===== config.mk =====
export PLATFORM = sky130hd
export DESIGN_NAME = uart_receiver
export DESIGN_NICKNAME = d
export VERILOG_FILES = /design/src/rtl/uart_receiver.sv
export SDC_FILE = /design/constraint.sdc
export NUM_CORES = 1
export LEC_CHECK = 0
export BUFFER_PORTS_ARGS = -buffer_cell sky130_fd_sc_hd__buf_2
export CORE_MARGIN = 2
export CORE_UTILIZATION = 40
export DETAILED_ROUTE_END_ITERATION = 8
export SETUP_SLACK_MARGIN = 0.4
export SYNTH_ARGS = -nofsm -noshare
export SYNTH_HDL_FRONTEND = slang
export SYNTH_SLANG_ARGS = --single-unit

===== constraint.sdc =====
create_clock -name clk -period 5.7 [get_ports clk]
set_clock_uncertainty 0.1 [all_clocks]
set_input_delay 1.14 -clock clk [delete_from_list [all_inputs] [get_ports clk]]
set_output_delay 1.14 -clock clk [all_outputs]
set_load 0.03 [all_outputs]

===== src/rtl/uart_receiver.sv =====
// 8N1 UART receiver: 2-flop synchronised input, falling-edge start detect,
// mid-bit sampling, single-cycle data_valid / framing_error pulses.
module uart_receiver #(
    parameter int unsigned CLKS_PER_BIT = 10416
) (
    input  logic       clk,
    input  logic       reset,
    input  logic       RxD,
    output logic [7:0] data,
    output logic       data_valid,
    output logic       framing_error,
    output logic       busy
);

    localparam logic [15:0] HALF_M1 = 16'(CLKS_PER_BIT / 2 - 1);
    localparam logic [15:0] FULL_M1 = 16'(CLKS_PER_BIT - 1);

    typedef enum logic [1:0] {
        S_IDLE  = 2'd0,
        S_START = 2'd1,
        S_DATA  = 2'd2,
        S_STOP  = 2'd3
    } state_t;

    logic       r_rx_meta;
    logic       r_rx_s;
    logic       r_rx_prev;
    logic [1:0] r_settle;
    logic       r_armed;
    logic       w_fall;

    state_t      r_state;
    state_t      w_state_next;
    logic [15:0] r_baud;
    logic [15:0] w_baud_next;
    logic [2:0]  r_bit_cnt;
    logic [2:0]  w_bit_next;
    logic [7:0]  r_shift;
    logic [7:0]  w_shift_next;
    logic [7:0]  r_data;
    logic [7:0]  w_data_next;
    logic        r_dv;
    logic        w_dv_next;
    logic        r_fe;
    logic        w_fe_next;

    // The synchroniser resets to "line idle", so a line already low when reset
    // releases would look like a falling edge. r_armed holds off start
    // detection until a genuine high sample has passed through the pipeline.
    always_ff @(posedge clk) begin
        if (!reset) begin
            r_rx_meta <= 1'b1;
            r_rx_s    <= 1'b1;
            r_rx_prev <= 1'b1;
            r_settle  <= 2'b00;
            r_armed   <= 1'b0;
        end else begin
            r_rx_meta <= RxD;
            r_rx_s    <= r_rx_meta;
            r_rx_prev <= r_rx_s;
            r_settle  <= {r_settle[0], 1'b1};
            r_armed   <= r_armed | (r_settle[1] & r_rx_s);
        end
    end

    assign w_fall = r_armed & r_rx_prev & ~r_rx_s;

    always_ff @(posedge clk) begin
        if (!reset) begin
            r_state   <= S_IDLE;
            r_baud    <= '0;
            r_bit_cnt <= '0;
            r_shift   <= '0;
            r_data    <= 8'h00;
            r_dv      <= 1'b0;
            r_fe      <= 1'b0;
        end else begin
            r_state   <= w_state_next;
            r_baud    <= w_baud_next;
            r_bit_cnt <= w_bit_next;
            r_shift   <= w_shift_next;
            r_data    <= w_data_next;
            r_dv      <= w_dv_next;
            r_fe      <= w_fe_next;
        end
    end

    always_comb begin
        w_state_next = r_state;
        w_baud_next  = r_baud + 16'd1;
        w_bit_next   = r_bit_cnt;
        w_shift_next = r_shift;
        w_data_next  = r_data;
        w_dv_next    = 1'b0;
        w_fe_next    = 1'b0;
        case (r_state)
            S_IDLE: begin
                w_baud_next = '0;
                if (w_fall) begin
                    w_state_next = S_START;
                end
            end
            S_START: begin
                if (r_baud == HALF_M1) begin
                    w_baud_next = '0;
                    if (!r_rx_s) begin
                        w_state_next = S_DATA;
                        w_bit_next   = 3'd0;
                    end else begin
                        w_state_next = S_IDLE;
                    end
                end
            end
            S_DATA: begin
                if (r_baud == FULL_M1) begin
                    w_baud_next             = '0;
                    w_shift_next[r_bit_cnt] = r_rx_s;
                    w_bit_next              = r_bit_cnt + 3'd1;
                    if (r_bit_cnt == 3'd7) begin
                        w_state_next = S_STOP;
                    end
                end
            end
            S_STOP: begin
                // Returning to IDLE at mid-stop-bit leaves half a bit of margin
                // for the next start edge of a back-to-back frame.
                if (r_baud == FULL_M1) begin
                    w_baud_next  = '0;
                    w_state_next = S_IDLE;
                    if (r_rx_s) begin
                        w_data_next = r_shift;
                        w_dv_next   = 1'b1;
                    end else begin
                        w_fe_next = 1'b1;
                    end
                end
            end
            default: begin
                w_state_next = S_IDLE;
                w_baud_next  = '0;
            end
        endcase
    end

    assign data          = r_data;
    assign data_valid    = r_dv;
    assign framing_error = r_fe;
    assign busy          = (r_state != S_IDLE);

endmodule


# --- Word-level counts from Yosys, hierarchy flattened ---
# Cells that the tools add are included.
op_classes:
  n_reduce_logical: 10
  n_bitwise: 5
  mux: 20
  n_eq_ne: 12
  n_lt_le_gt_ge: 2
  n_addsub: 2
ops:
  columns: ["cell", "n"]
  rows:
  - ["16-bit case mux with 3 select lines", 1]
  - ["16-bit 2-to-1 mux", 2]
  - ["16-bit by 1-bit adder with 16-bit output (second input constant)", 1]
  - ["16-bit by 13-bit == test with 1-bit output (second input constant)", 1]
  - ["16-bit by 14-bit == test with 1-bit output (second input constant)", 1]
  - ["2-bit 2-to-1 mux", 6]
  - ["2-bit != test (second input constant)", 6]
  - ["3-bit 2-to-1 mux", 3]
  - ["8-bit bitwise mux", 1]
  - ["2-bit case mux with 4 select lines", 1]
  - ["3-bit case mux with 2 select lines", 1]
  - ["3-bit AND reduction", 2]
  - ["5-bit AND reduction", 1]
  - ["2-bit == test (second input constant)", 2]
  - ["3-bit by 4-bit < comparator with 1-bit output (second input constant)", 1]
  - ["1-bit 2-to-1 mux", 4]
  - ["4-bit AND reduction", 1]
  - ["2-bit nonzero test", 2]
  - ["3-bit by 1-bit adder with 3-bit output (second input constant)", 1]
  - ["1-bit AND", 3]
  - ["1-bit demux with 3-bit select", 1]
  - ["3-bit == test (second input constant)", 1]
  - ["3-bit by 1-bit greater-or-equal comparator with 1-bit output (second input constant)", 1]
  - ["2-bit by 1-bit == test with 1-bit output (second input constant)", 1]
  - ["6 further kinds", 6]
totals:
  elab_cells: 64
  input_bits: 3
  ff_bits: 45

# --- Longest topological paths before layout ---
logic_depth:
  ltp_word: 5
  mapped_depth: 7
  depth_no_buf: 5

# --- Worst setup path before layout ---
# OpenSTA, ideal clock, no wires.
synth_timing:
  kind: "register to output"
  start: "register with a tool-made name"
  end: "output port busy"
  path_stages_with_launch: 3
  path_slack_ps: 3618
  path_buffers: 1
  arrival_ps: 842
  required_ps: 4460
  path_cell_list: "dfxtp_1 clkbuf_1 or2_2"
synth_rtl:
  columns: ["item", "line", "rtl"]
  rows:
  - ["end, declared", "12", "output logic busy"]

# --- Worst setup path in the final report ---
layout_timing:
  start: "register r_baud[13]"
  end: "register r_state[0]"
layout_between:
  elab_chain_len: 3
layout_rtl:
  columns: ["item", "line", "rtl"]
  rows:
  - ["start, declared", "34", "logic [15:0] r_baud;"]
  - ["start signal, assigned", "79", "r_baud <= w_baud_next;"]
  - ["16-bit by 14-bit == test with 1-bit output / 16-bit by 13-bit == test with 1-bit output (equally long branches)", "115, 127, 104", null]
  - ["2-bit != test (no source line)", null, null]
  - ["5-bit AND reduction (no source line) *", null, null]
  - ["end signal, assigned", "78", "r_state <= w_state_next;"]
  - ["end, declared", "32", "state_t r_state;"]
# Mark *: on every way between the ends. The rest lies on a longest branch, timed or not.
# A chain may end at the register's enable or synchronous reset.

==> results_dict.tcl <==
set metrics [dict create \
    max_freq_ghz 0.400 \
    power_density_nw_per_um2 244 \
    crit_fanout 17 \
    yosys.area.top_type_share_pct 45.9 \
    cts.sinks 45 \
    critPathRequiredTime_ns 5.82 \
    syn-instance-count 214 \
    yosysUniqueCellTypes 43 \
    h-tree-depth 2 \
    hp-class "reg -> reg" \
    hold_slack_ns 0.321 \
    grt_pass1_vias 1317 \
    antenna_cells 0 \
    drcViolationCount 0 \
    period_share_pct 43.9 \
    gp_congestion 0.744 \
    drtAntennaViolNets 0 \
    seq_area_frac_synth_pct 45.9 \
    routed-wl-met3_um 87 \
    wl_met1_mm 2.09 \
    nets 228 \
    viasPerCell 5.16 \
    portBuffers 13 \
    yosys-top-cells-area "dfxtp_1, mux2i_1, nor3_1, nand2_1, xnor2_1" \
    n_fill_cell 478 \
    leakage_uw 0.000767 \
    clockPowerShare_pct 37.5 \
    crit_type "reg -> reg" \
    finalWirelength_mm 3.76 \
    fin_ws_ns 3.20 \
    cts_setup_buffers 0 \
    cts_buffers 5 \
    drt_iter0_markers 109 \
    clockBufferDepth 2 \
    syn_area_per_cell_sq_um 9.17 \
    fp.dieW_um 74.0 \
    max_stage_delay_ns 0.81 \
    clock_latency_ns 0.29 \
    core_sq_um 4720 \
    ys_warn_count 0 \
    grt_pass1_wl_mm 6.26 \
    synth_flop_cell "dfxtp_1" \
    area_delta_synth_final_pct 9.69 \
    dp_slack_ns 3.17 \
    switching_share_pct 22.8 \
    grt_overflow 0 \
    end_kind "flop" \
    initial_utilization_pct 41.5 \
    vias 1497 \
    async_reset_ff_share_pct 0 \
    final_common_cell "dfxtp_1" \
    synth_top_area_cell "dfxtp_1" \
    grtUsageTotal_pct 14.6 \
    tightest_slew_ns 0.835 \
    setup_viol 0 \
    hpwl_mm 2.55 \
    grt_max_degree 28 \
    die_h_um 74.0 \
    synth-edff-count 0 \
    top_layer "met4" \
    root_buffer "clkbuf_8" \
    cts_resized 0 \
    netlist_area_sq_um 1960 \
    die_area_sq_um 5480 \
    relSlewSlack_pct 44.3 \
    cp.arrival_ns 2.62 \
    cts_tree "built" \
    crit_path_start_kind "flop" \
    fin_setup_tns_ns 0 \
    drive_gt1_share_pct 13.9 \
    cts.clk_slew.worst_paths_ns 0.09 \
    vdd_drop_max_mv 0.151 \
    p_int_uw 405 \
    status "finished clean" \
    slowest_stage "a22oi_2" \
    firstDrtPassIters 4 \
    wl_per_cell_um 13.0 \
    dr_wl_met2_mm 1.55 \
    power.switching_uw 119 \
    ys_ff_latch 45 \
    hold_violations 0 \
    max_cap_violations 0 \
    io_pins 14 \
    comb_power_share_pct 2.0 \
    final_max_slew_viol_count 0 \
    finalWorstPathRequiredPeriod_ns 2.50 \
    cts_hold_buf 0 \
    syn_nets 220 \
    antenna_found_initial 0 \
    num_rows 25 \
    path_cells "nor4bb_1 > nand4_1 > a22oi_2 > mux2i_1" \
    mostFrequentLayoutCells "dfxtp_1, nand2_1, nor3_1" \
    seqPwrFrac_pct 60.6 \
    rsz0062_at_grt "no" \
]
power groups by stage:
stage	logic [uW]	clock network, uW	registers, uW
after global routing	11.7	215	318
after global placement	10.4	0	325
after floorplan	8.09	0	324
after detailed placement	10.5	0	325
after CTS	10.5	202	318
final	10.4	196	318
registers in the layout, indices dropped and copies added (netlist names), 2 cells and up, named ones only:
register   cells
r_bit_cnt      3
data           8
r_settle       2
r_baud        16
r_shift        8
cell families after synthesis:
| logic type | Yosys count | share of synthesized area, % |
|---|---|---|
| compound gates | 30 | 9.69 |
| xor+xnor | 12 | 5.36 |
| fa+ha+maj | 3 | 1.91 |
| buf+inv | 15 | 3.13 |
| flops | 45 | 45.9 |
| mux | 9 | 4.59 |
| simple gates | 100 | 29.4 |
routing by layer:
layer	up-vias	track usage (%)
met5	-	0
met4	0	3.64
met3	2	4.07
met2	14	20.7
met1	698	21.8
li1	783	-
cell usage after synthesis (all sizes together), types with 5 or more instances:
library cell  instances
nor3                 18
xnor2                 9
nand4                 7
mux2i                 9
clkbuf                7
dfxtp                45
nor2                  5
nand3                15
buf                   5
o21ai                10
a21oi                10
nand2                21
nand2b                5
final timing paths:
kind / from / endpoint / slack (ns) / depth (start not counted)
worst min register to register: r_rx_meta$_SDFF_PN1_ / r_rx_s$_SDFF_PN1_ / 0.32 / 1
worst max-delay path: r_baud[13]$_SDFF_PN0_ / r_state[0]$_SDFFE_PN0P_ / 3.20 / 4
worst min-delay path: r_rx_meta$_SDFF_PN1_ / r_rx_s$_SDFF_PN1_ / 0.32 / 1
worst max register to register: r_baud[13]$_SDFF_PN0_ / r_state[0]$_SDFFE_PN0P_ / 3.20 / 4
layout make-up:
type                    instances  area [sq um]  share of cell area [%]
inverters                       3          11.3                   0.523
clock buffers                   5          68.8                    3.20
flip-flops and latches         45           901                    41.9
clock inverters                 3          22.5                    1.05
well taps                      67          83.8                    3.90
repair buffers                 13          65.1                    3.02
multi-input cells             154          1000                    46.5
metrics by stage:
step / util, % / power (uW) / std cells / cell area [sq um]
2_1_floorplan: - / 333 / 214 / 1960
3_3_place_gp: 43.6 / 335 / 282 / 2060
3_5_place_dp: 43.6 / 335 / 282 / 2060
4_1_cts: 45.6 / 530 / 290 / 2150
5_1_grt: 45.6 / 545 / 290 / 2150
6_report: 45.6 / 524 / 290 / 2150
worst max-delay path: cells and delay by family, from the launching register on:
kind / cells / cell delay [ns]
DFF: 1 / 0.42
and+or+nand+nor: 2 / 0.85
AOI/OAI and AO/OA: 1 / 0.81
muxes: 1 / 0.25
Power figures use the tool's default switching activity.
